## src/rtl/ixu_pkg.sv

```systemverilog
// IXU decode shared types: opcode enum, instruction field positions, register index type.
package ixu_pkg;

    typedef enum logic [3:0] {
        IXU_OP_NOP = 4'h0,
        IXU_OP_ADD = 4'h1,
        IXU_OP_SUB = 4'h2,
        IXU_OP_AND = 4'h3,
        IXU_OP_OR  = 4'h4,
        IXU_OP_XOR = 4'h5,
        IXU_OP_SLL = 4'h6,
        IXU_OP_SRL = 4'h7
    } ixu_op_e;

    typedef logic [4:0] reg_idx_t;

    localparam int unsigned OP_LSB     = 0;
    localparam int unsigned OP_W       = 4;
    localparam int unsigned IS_IMM_BIT = 4;
    localparam int unsigned RD_LSB     = 5;
    localparam int unsigned RS1_LSB    = 10;
    localparam int unsigned RS2_LSB    = 15;
    localparam int unsigned IMM_LSB    = 20;
    localparam int unsigned IMM_W      = 12;
    localparam int unsigned REG_W      = 5;

    function automatic ixu_op_e get_op(input logic [31:0] instr);
        return ixu_op_e'(instr[OP_LSB +: OP_W]);
    endfunction

    function automatic reg_idx_t get_reg(input logic [31:0] instr, input int unsigned lsb);
        return instr[lsb +: REG_W];
    endfunction

endpackage

```

## src/rtl/ixu_scoreboard.sv

```systemverilog
// Register busy scoreboard: one bit per architectural register, x0 never busy.
// A set and a clear of the same register in one cycle leaves it busy.
import ixu_pkg::*;

module ixu_scoreboard (
    input  logic        clk,
    input  logic        rst,
    input  logic        set_en,
    input  reg_idx_t    set_idx,
    input  logic        clr_en,
    input  reg_idx_t    clr_idx,
    output logic [31:0] busy
);

    logic [31:0] busy_q, busy_d;

    // Next busy vector: clear first so a same-cycle set overrides it.
    always_comb begin
        busy_d = busy_q;
        if (clr_en && (clr_idx != '0)) begin
            busy_d[clr_idx] = 1'b0;
        end
        if (set_en && (set_idx != '0)) begin
            busy_d[set_idx] = 1'b1;
        end
        busy_d[0] = 1'b0;
    end

    // Busy register with synchronous reset.
    always_ff @(posedge clk) begin
        if (rst) begin
            busy_q <= '0;
        end else begin
            busy_q <= busy_d;
        end
    end

    assign busy = busy_q;

endmodule

```

## src/rtl/ixu_decode.sv

```systemverilog
// IXU slot decoder: one-entry instruction buffer, RAW/WAW hazard check against the
// busy scoreboard, and a bubble (is_nop_out=1, fields zero) whenever nothing issues.
// Optional: define IXU_DECODE_WB_BYPASS_EN to let a same-cycle writeback unblock issue.
import ixu_pkg::*;

module ixu_decode (
    input  logic        clk,
    input  logic        rst,
    input  logic        instr_valid_in,
    input  logic [31:0] instr_in,
    output logic        instr_ready_out,
    input  logic        ex_stall_in,
    input  logic        flush_in,
    input  logic        wb_valid_in,
    input  logic [4:0]  wb_rd_in,
    output logic [3:0]  op_out,
    output logic        is_nop_out,
    output logic        is_imm_type_out,
    output logic [4:0]  rs1_out,
    output logic [4:0]  rs2_out,
    output logic [4:0]  rd_out,
    output logic [11:0] imm_out
);

    logic        buf_v_q;
    logic [31:0] buf_instr_q;

    ixu_op_e     buf_op;
    reg_idx_t    buf_rd, buf_rs1, buf_rs2;
    logic        buf_is_imm, buf_is_nop;
    logic [11:0] buf_imm;

    logic [31:0] busy, busy_eff;
    logic        hazard, issue, accept;

    assign buf_op     = get_op(buf_instr_q);
    assign buf_is_imm = buf_instr_q[IS_IMM_BIT];
    assign buf_rd     = get_reg(buf_instr_q, RD_LSB);
    assign buf_rs1    = get_reg(buf_instr_q, RS1_LSB);
    assign buf_rs2    = get_reg(buf_instr_q, RS2_LSB);
    assign buf_imm    = buf_instr_q[IMM_LSB +: IMM_W];
    assign buf_is_nop = (buf_op == IXU_OP_NOP);

    // Busy view used by the hazard check, optionally bypassing this cycle's writeback.
    always_comb begin
        busy_eff = busy;
`ifdef IXU_DECODE_WB_BYPASS_EN
        if (wb_valid_in) begin
            busy_eff[wb_rd_in] = 1'b0;
        end
`else
        busy_eff[0] = 1'b0;
`endif
    end

    // Hazard, issue and handshake; reset forces a bubble and an open ready.
    always_comb begin
        hazard = buf_v_q && !buf_is_nop &&
                 (busy_eff[buf_rs1] || (!buf_is_imm && busy_eff[buf_rs2]) || busy_eff[buf_rd]);
        issue           = buf_v_q && !hazard && !ex_stall_in && !rst;
        instr_ready_out = !flush_in && (rst || !buf_v_q || issue);
        accept          = instr_valid_in && instr_ready_out;
    end

    // ID/EX outputs: decoded fields on issue, otherwise an all-zero bubble.
    always_comb begin
        op_out          = '0;
        is_nop_out      = 1'b1;
        is_imm_type_out = 1'b0;
        rs1_out         = '0;
        rs2_out         = '0;
        rd_out          = '0;
        imm_out         = '0;
        if (issue) begin
            op_out          = buf_op;
            is_nop_out      = buf_is_nop;
            is_imm_type_out = buf_is_imm;
            rs1_out         = buf_rs1;
            rs2_out         = buf_rs2;
            rd_out          = buf_rd;
            imm_out         = buf_imm;
        end
    end

    // Buffer update: reset, then flush, then accept, then issue drains it.
    always_ff @(posedge clk) begin
        if (rst) begin
            buf_v_q     <= 1'b0;
            buf_instr_q <= '0;
        end else if (flush_in) begin
            buf_v_q <= 1'b0;
        end else if (accept) begin
            buf_v_q     <= 1'b1;
            buf_instr_q <= instr_in;
        end else if (issue) begin
            buf_v_q <= 1'b0;
        end
    end

    ixu_scoreboard u_scoreboard (
        .clk     (clk),
        .rst     (rst),
        .set_en  (issue && !buf_is_nop),
        .set_idx (buf_rd),
        .clr_en  (wb_valid_in),
        .clr_idx (wb_rd_in),
        .busy    (busy)
    );

endmodule

```

## config.mk

```make
export PLATFORM = sky130hd
export DESIGN_NAME = ixu_decode
export DESIGN_NICKNAME = d
export VERILOG_FILES = /design/src/rtl/ixu_pkg.sv /design/src/rtl/ixu_scoreboard.sv /design/src/rtl/ixu_decode.sv
export SDC_FILE = /design/constraint.sdc
export NUM_CORES = 1
export LEC_CHECK = 0
export ABC_AREA = 1
export BUFFER_PORTS_ARGS = -buffer_cell sky130_fd_sc_hd__buf_2
export CAP_MARGIN = 10
export CORE_ASPECT_RATIO = 1.75
export CORE_MARGIN = 5
export CORE_UTILIZATION = 39
export CTS_BUF_LIST = sky130_fd_sc_hd__clkbuf_8 sky130_fd_sc_hd__clkbuf_16
export DETAILED_ROUTE_END_ITERATION = 8
export GPL_ROUTABILITY_DRIVEN = 0
export SYNTH_ARGS = -nofsm -noshare
export SYNTH_HDL_FRONTEND = slang
export SYNTH_SLANG_ARGS = --single-unit
```

## constraint.sdc

```tcl
create_clock -name clk -period 2.2 [get_ports clk]
set_input_delay 0.11 -clock clk [delete_from_list [all_inputs] [get_ports clk]]
set_output_delay 0.11 -clock clk [all_outputs]
set_load 0.01 [all_outputs]
```

==> run_results.csv, run 1 <==
group,metric,value,unit
grt,antenna_found_initial,0,
yosys,syn_inst,783,
yosys,ys_top_cells_by_area,"dfxtp_1, nand2_1, inv_1",
cts,cts_root_buffer,"clkbuf_16",
run_status,status,"finished, violations left",
critical_path,worstPathCellList,"buf_12, nand2_1, nand2_1, nand2_1, nand2_1, nand2_1, nand2_1, nor2_2, nand2_1, nor2_1, nand3_1, nand2_2, nand2_4, buf_12, nand2_8, nand3_4, clkbuf_16, nand2_1, inv_1, nor2_1",
drt,first_pass_iters,5,
power,power_density,567,mW/mm2
floorplan,die_h,149,um
cts,cts_made_buffers,9,
critical_path,criticalPathCategory,"reg -> reg",
critical_path,critical-path-max-stage-delay,0.36,ns
grt,met1_usage,0.240,
sta,final_hold_viol_count,0,
critical_path,critPathSlowestCell,"dfxtp_4",
grt,grt_busiest_layer,"met2",
grt,grt_pass1_vias,4825,
yosys,synth_area_per_cell,5.51,um2
grt,use_met3,0.0332,
sta,relSlewSlack,0.578,
cts,clock-sinks,64,
yosys,synth_nets,826,
critical_path,r2r_slack,-0.09,ns
yosys,ys_types,21,
sta,grt_setup_unrepaired,"yes",
critical_path,path_max_fanout,18,
sta,max_freq,0.437,GHz
drt,wl_per_cell,14.9,um
sta,setup_viol,65,
critical_path,cp.required,2.47,ns
sta,slew_violations,0,
cts,clkTransAtPathRegs,0.06,ns
finish,drive_gt1_frac,0.203,
critical_path,critPathLaunchType,"flop",
grt,track_usage,0.226,
finish,postLayoutCoreUtil,0.509,
finish,nets,899,
cts,clock_path_buffers,2,
drt,totalWireLength,14.8,mm
cts,h-tree-depth,3,
sta,layout_min_cycle_time,2.29,ns
critical_path,crit_top_cell,"nand2_1",
power,cellLeakagePower,2.69,nW
placed_design,dp_hpwl,11.0,mm
power,vdd_drop_max,0.403,mV
floorplan,die_w,89.5,um
critical_path,cp.arrival,2.56,ns
yosys,yosysWarnings,0,
sta,fin_tns_setup,-3.06,ns
run_status,violations,"negative setup slack",
floorplan,io_pins,77,
yosys,ys_ff_latch,64,
grt,grt_max_degree,35,
floorplan,die-area,0.0133,mm2
min_path,worst_hold_path_type,"in -> reg",
sta,timing.hold.ws,0.0721,ns
drt,drt_iter0_drc,410,
yosys,ys.flop_type,"dfxtp_1",
drt,drtAntennaViolNets,0,
yosys,synth_most_common_cell,"nand2_1",
finish,n_antenna_cell,0,
yosys,synthArstFlopShare,0,
sta,worst_slew_pin_slew,0.633,ns
drt,drc_errors,0,
yosys,synthesis.area,0.00431,mm2
drt,routed_via_density,5.17,
drt,num_vias,5119,
sta,fin_crit_sh,1.04,
cts,tritoncts,"built",
floorplan,core_area,0.0108,mm2
yosys,synth_edf_count,0,
grt,grt_first_pass_wirelength,23.2,mm
critical_path,cp-end-kind,"flop",
sta,worst_slack,-0.0887,ns
finish,area_growth,27.1,%
yosys,synthDominantCellAreaShare,0.297,
grt,grt_use_met2,0.394,
floorplan,rows,50,
sta,skew,0.00664,ns
flow_run,drv_cap,0,
floorplan,start_util,0.401,
yosys,synth_top_cell_by_area,"dfxtp_1",
grt,overflow,0,
yosys,ys_top_cells_by_count,"nand2_1, inv_1, nor2_1",
yosys,yosysSeqAreaShare,0.297,
cts,clkLatencyLatePin,0.33,ns
placed_design,portBuffers,76,
==> state kept, by name, indices dropped and copies added (netlist names) <==
register / count
buf_instr_q: 32
u_scoreboard.busy: 31
buf_v_q: 1
==> report_power, final <==
part / internal (mW) / leakage, nW / switching (mW)
combinational: 0.203 / 2.02 / 0.356
clock: 0.761 / 0.137 / 0.547
sequential: 1.20 / 0.524 / 0.0372
total: 2.17 / 2.69 / 0.940
==> metal layers <==
layer	up-vias	wire (um)
li1	2561	-
met1	2287	5360
met2	209	7560
met3	62	809
met4	0	1050
met5	-	0
==> worst max-delay path, delay by kind of cell, from the launching register on <==
kind | cells | cell delay [ns]
buffers and inverters | 4 | 0.59
and+or+nand+nor | 16 | 1.26
DFF | 1 | 0.36
==> per-stage QoR <==
step,instance area (um2),worst slack (ns),power [mW],cells
after CTS,5310,-0.0939,3.09,988
after detailed placement,4930,0.00616,1.76,970
after global routing,5480,-0.278,3.25,991
after floorplan,4310,0.226,1.59,783
after global placement,4930,0.00995,1.76,970
final,5480,-0.0887,3.11,991
==> kinds of logic (layout without fill, tap and decap cells) <==
kind of cell           after synthesis  count (layout)  synth area share
flip-flops                          64              64             0.297
buffers and inverters              178             256             0.164
AND/OR/NAND/NOR                    460             460             0.444
AO/OA/AOI/OAI                       81              81            0.0945
==> repair_timing <==
item,in CTS,in global routing
endpoints found under the setup margin,35,96
hold buffers,1,0
buffers inserted,0,1
pin swaps,0,8
cloned,1,2
gates resized for setup,29,33
endpoints found under the hold margin,1,0
==> final timing paths <==
| check | start | endpoint | cells after the start |
|---|---|---|---|
| min reg2reg | u_scoreboard.busy[12] | u_scoreboard.busy[12] | 2 |
| max | buf_instr_q[5] | buf_instr_q[12] | 20 |
| max reg2reg | buf_instr_q[5] | buf_instr_q[12] | 20 |
| min | rst | u_scoreboard.busy[7] | 2 |
==> area by class of cell <==
class / instances / area (um2)
Clock inverter: 7 / 47.5
Clock buffer: 9 / 225
Multi-Input combinational cell: 541 / 2480
Tap cell: 130 / 163
Sequential cell: 64 / 1290
Inverter: 138 / 528
Fill cell: 1165 / 5280
Timing Repair Buffer: 102 / 749
==> cells in the final DEF (no fill, tap or decap), types with 2 or more instances in the layout <==
master,synthesis,final
a21oi_1,41,40
buf_12,0,9
buf_2,13,76
buf_4,4,12
clkbuf_16,0,11
clkinv_2,0,2
clkinv_4,0,2
dfxtp_1,64,58
dfxtp_2,0,5
inv_1,128,125
inv_2,9,11
inv_4,1,2
inv_6,0,2
nand2_1,242,227
nand2_2,1,14
nand2_4,1,2
nand3_1,57,57
nand4_1,33,33
nor2_1,110,97
nor2_2,0,13
nor3_1,15,8
nor3_2,0,4
nor3_4,0,3
o21ai_0,35,32
o21ai_1,4,7
(Power assumes the default switching activity.)
==> run 2, diff against run 1 <==
- CORE_MARGIN: 5 -> 3
==> run_results.csv, run 2 (same netlist as run 1, synthesis figures left out) <==
group,metric,value,unit
run_status,status,"finished, violations left",
run_status,violations,"negative setup slack",
power,power_frac_seq,0.346,
grt,grt_pass1_vias,4760,
drt,routed_via_density,5.13,
critical_path,cp.arrival,2.65,ns
power,p_int,2.58,mW
sta,layout_min_cycle_time,2.38,ns
power,switchingPower,1.00,mW
placed_design,dp_hpwl,10.8,mm
critical_path,path_max_fanout,6,
floorplan,die_w,85.5,um
finish,multi_input_area,0.00259,mm2
sta,skew,0.00579,ns
power,cellLeakagePower,2.79,nW
floorplan,io_pins,77,
min_path,hold_path_depth,5,
drt,num_vias,5140,
cts,clkLatencyLatePin,0.33,ns
placed_design,placedInstanceArea,0.00490,mm2
grt,grt_max_degree,35,
drt,totalWireLength,15.5,mm
finish,postLayoutCoreUtil,0.545,
sta,setup_viol,66,
critical_path,r2r-end,"buf_instr_q[11]",
finish,final_cell_area,0.00586,mm2
power,vdd_drop_max,0.405,mV
placed_design,portBuffers,76,
grt,overflow,0,
cts,cts_made_buffers,9,
power,report.power.total,3.58,mW
finish,final_common_cell,"nand2_1",
cts,clock_path_buffers,2,
sta,grt_setup_unrepaired,"yes",
critical_path,criticalPathCategory,"reg -> reg",
critical_path,rr_startpoint,"buf_instr_q[5]",
critical_path,r2r_cells,20,
sta,relSlewSlack,0.588,
power,swShare,0.280,
sta,fin_crit_sh,1.08,
power,power_frac_comb,0.175,
cts,h-tree-depth,3,
finish,drive_gt1_frac,0.243,
finish,largest-register,"buf_instr_q",
floorplan,die_h,145,um
finish,area_growth,35.9,%
cts,clock-sinks,64,
critical_path,critPathCapture,"buf_instr_q[11]",
flow_run,drv_cap,0,
critical_path,cp.required,2.47,ns
floorplan,die-area,0.0124,mm2
min_path,worst_hold_path_type,"in -> reg",
cts,cts_root_buffer,"clkbuf_16",
cts,clkTransAtPathRegs,0.06,ns
finish,largest_reg_flops,32,
grt,track_usage,0.233,
floorplan,core_area,0.0108,mm2
critical_path,critPathLaunchType,"flop",
drt,drt_iter0_drc,380,
power,clkPwrFrac,0.479,
floorplan,rows,50,
finish,mostFrequentLayoutCells,"nand2_1, inv_1, nor2_1",
sta,max_freq,0.420,GHz
finish,seq_area,0.00129,mm2
critical_path,cp-end-kind,"flop",
drt,first_pass_iters,6,
sta,slew_violations,0,
drt,drc_errors,0,
critical_path,r2r_slack,-0.18,ns
sta,worst_slack,-0.180,ns
sta,final_hold_viol_count,0,
grt,grt_first_pass_wirelength,23.0,mm
floorplan,start_util,0.401,
drt,wl_per_cell,15.5,um
cts,tritoncts,"built",
grt,antenna_found_initial,0,
sta,worst_slew_pin_slew,0.617,ns
critical_path,crit_start,"buf_instr_q[5]",
finish,fillCellCount,1083,
power,power_density,611,mW/mm2
finish,n_antenna_cell,0,
finish,nets,910,
drt,drtAntennaViolNets,0,
==> run 2: cell types whose count changed in the layout (fill, tap and decap cells not counted), moves of 11 or more <==
| cell | delta |
|---|---|
| inv_1 | -14 |
| inv_2 | +13 |
| nand2_1 | -13 |
| nand2_4 | +12 |
| buf_6 | +11 |
==> run 2: timing repair <==
| action | 4_1_cts | 5_1_grt |
|---|---|---|
| gates cloned | 0 | 10 |
| hold buffers | 1 | 0 |
| endpoints found under the setup margin | 32 | 96 |
| resized for setup | 20 | 100 |
| hold endpoints to repair | 1 | 0 |
| pin swaps | 0 | 34 |
| setup buffers | 0 | 3 |
==> run 2: worst min-delay path by stage <==
| stage | end | slack (ns) | start |
|---|---|---|---|
| floorplan | buf_v_q | 0.18 | flush_in |
| CTS | buf_instr_q[3] | 0.09 | instr_in[3] |
| detailed placement | buf_v_q | 0.30 | flush_in |
| global route | buf_instr_q[19] | 0.14 | instr_in[19] |
| global placement | buf_v_q | 0.30 | flush_in |
| finish | buf_instr_q[7] | 0.09 | instr_in[7] |
==> run 2: through the flow <==
stage               cells  setup slack (ns)  setup TNS (ns)  hold WS [ns]
floorplan             783             0.226               0         0.179
global placement      972             0.139               0         0.301
detailed placement    972            0.0942               0         0.301
CTS                   989           -0.0888           -1.55        0.0889
global route         1002            -0.336          -16.55         0.139
finish               1002            -0.180           -5.39        0.0945
==> run 2: power groups by stage <==
stage	Clock [mW]	Sequential [mW]	Combinational (mW)
2_1_floorplan	0	1.24	0.343
3_5_place_dp	0	1.26	0.501
4_1_cts	1.73	1.23	0.514
3_3_place_gp	0	1.25	0.497
5_1_grt	1.78	1.24	0.689
6_report	1.72	1.24	0.627
==> run 2: layout make-up <==
cell class,instances,share of cell area
Sequential cell,64,0.221
Timing Repair Buffer,113,0.159
Multi-Input combinational cell,541,0.443
Clock inverter,6,0.0194
Clock buffer,10,0.0408
Inverter,138,0.0902
Tap cell,130,0.0277
==> run 2: critical path: stages, from the launching register on <==
cell and delay, ns:
dfxtp_4 0.37, buf_2 0.16, nand2_1 0.06, nand2_1 0.05
nand2_1 0.05, nand2_1 0.05, nand2_1 0.07, nand2_1 0.05
nor2_1 0.09, nand2_1 0.08, nor2_1 0.09, nand3_1 0.11
nand2_2 0.10, nand2_4 0.10, buf_12 0.17, nand2_8 0.07
nand3_4 0.17, clkbuf_16 0.24, nand2_1 0.08, inv_1 0.05
nor2_1 0.10
==> run 2: per-layer routing <==
layer | vias up | wire (um) | GRT usage
met4 | 0 | 1060 | 0.153
li1 | 2580 | - | -
met1 | 2325 | 5750 | 0.250
met2 | 179 | 8020 | 0.408
met5 | - | 0 | 0
met3 | 56 | 699 | 0.0375
==> run 3, diff against run 2 <==
- CORE_UTILIZATION: 39 -> 45
- PLACE_DENSITY: unset -> 0.67
- SLEW_MARGIN: unset -> 20
==> run_results.csv, run 3 (same netlist as run 1, synthesis figures left out) <==
group,metric,value,unit
run_status,status,"finished, violations left",
run_status,violations,"negative setup slack",
power,report.power.total,3.33,mW
floorplan,start_util,0.468,
grt,grt_max_degree,35,
cts,h-tree-depth,3,
drt,wl_per_cell,14.8,um
sta,skew,0.00924,ns
sta,fin_tns_setup,-11.49,ns
flow_run,drv_cap,0,
sta,timing.hold.ws,0.0946,ns
placed_design,pre_cts_ws,-0.0616,ns
grt,overflow,0,
sta,final_hold_viol_count,0,
finish,n_antenna_cell,0,
drt,drc_errors,0,
sta,fin_crit_sh,1.10,
drt,first_pass_iters,5,
cts,cts_made_buffers,9,
drt,routed_via_density,5.26,
cts,clkTransAtPathRegs,0.06,ns
floorplan,io_pins,77,
critical_path,cp.required,2.09,ns
sta,slew_violations,0,
cts,clock-sinks,64,
cts,tritoncts,"built",
floorplan,die_w,80.0,um
finish,mostFrequentLayoutCells,"nand2_1, inv_1, nor2_1",
drt,drtAntennaViolNets,0,
critical_path,criticalPathCategory,"reg -> out",
finish,largest-register,"buf_instr_q",
finish,multi_input_area,0.00240,mm2
placed_design,dp.cells,961,
grt,antenna_found_initial,0,
finish,largest_reg_flops,32,
sta,setup_viol,96,
critical_path,path_max_fanout,7,
sta,max_freq,0.413,GHz
floorplan,die-area,0.0108,mm2
finish,final_common_cell,"nand2_1",
placed_design,portBuffers,76,
placed_design,dp_hpwl,10.3,mm
power,power_density,610,mW/mm2
grt,grt_first_pass_wirelength,23.2,mm
grt,track_usage,0.273,
min_path,worst_hold_path_type,"in -> reg",
finish,area_growth,26.3,%
cts,clock_path_buffers,2,
sta,worst_slack,-0.222,ns
cts,cts_root_buffer,"clkbuf_16",
finish,fillCellCount,959,
sta,worst_slew_pin_slew,0.748,ns
finish,finalNonFillerCells,985,
floorplan,core_area,0.00921,mm2
power,cellLeakagePower,2.69,nW
drt,drt_iter0_drc,446,
critical_path,cp-end-kind,"output port",
drt,num_vias,5178,
critical_path,critPathLaunchType,"flop",
finish,drive_gt1_frac,0.179,
sta,grt_setup_unrepaired,"yes",
floorplan,die_h,136,um
cts,clkLatencyLatePin,0.33,ns
sta,layout_min_cycle_time,2.42,ns
grt,grt_pass1_vias,4892,
power,vdd_drop_max,0.451,mV
finish,nets,903,
floorplan,rows,46,
sta,relSlewSlack,0.497,
critical_path,cp.arrival,2.31,ns
drt,totalWireLength,14.6,mm
finish,seq_area,0.00129,mm2
## run 3: report_power, final
part | switching (mW) | internal (mW)
Clock | 0.534 | 1.02
Combinational | 0.345 | 0.190
Sequential | 0.0344 | 1.20
Total | 0.914 | 2.41
## run 3: path summary, 6_finish.rpt
kind | end | slack [ns] | cells after the start | startpoint
worst max register to register | u_scoreboard.busy[5] | -0.15 | 18 | buf_instr_q[5]
worst min-delay path | buf_instr_q[9] | 0.09 | 5 | instr_in[9]
worst min register to register | u_scoreboard.busy[12] | 0.50 | 2 | u_scoreboard.busy[12]
worst max-delay path | instr_ready_out | -0.22 | 16 | buf_instr_q[5]
## run 3: layout make-up
cell class	count	area share
clock buffers	10	0.0439
clock inverters	6	0.0156
inverters	138	0.0960
multi-input cells	541	0.441
flip-flops and latches	64	0.236
well taps	120	0.0276
repair buffers	106	0.139
## run 3: layer usage
metal / track usage / wire length (um)
met1: 0.292 / 5300
met2: 0.476 / 7360
met3: 0.0446 / 885
met4: 0.188 / 1050
met5: 0 / 0
## run 3: worst max-delay path, stage by stage, from the launching register on
cell	delay [ns]
dfxtp_4	0.37
buf_4	0.17
nand2_1	0.06
nand2_1	0.05
nand2_1	0.05
nand2_1	0.05
nand2_1	0.05
nand2_1	0.05
nor2_1	0.11
nand2_1	0.11
nor2_1	0.11
nand3_1	0.11
nand2_2	0.14
nand2_8	0.11
buf_6	0.18
a21oi_2	0.12
buf_2	0.14
## run 3: what timing repair did
action | 4_1_cts | 5_1_grt
hold buffers | 1 | 0
buffers inserted | 1 | 0
endpoints found under the setup margin | 96 | 97
pin swaps | 1 | 6
hold endpoints to repair | 1 | 0
gates resized for setup | 27 | 21
gates cloned | 3 | 3
## run 3: per-stage QoR
stage | cell area, um2 | util
global route | 5450 | 0.592
floorplan | 4310 | -
global placement | 4880 | 0.530
detailed placement | 4880 | 0.530
finish | 5450 | 0.592
CTS | 5330 | 0.579
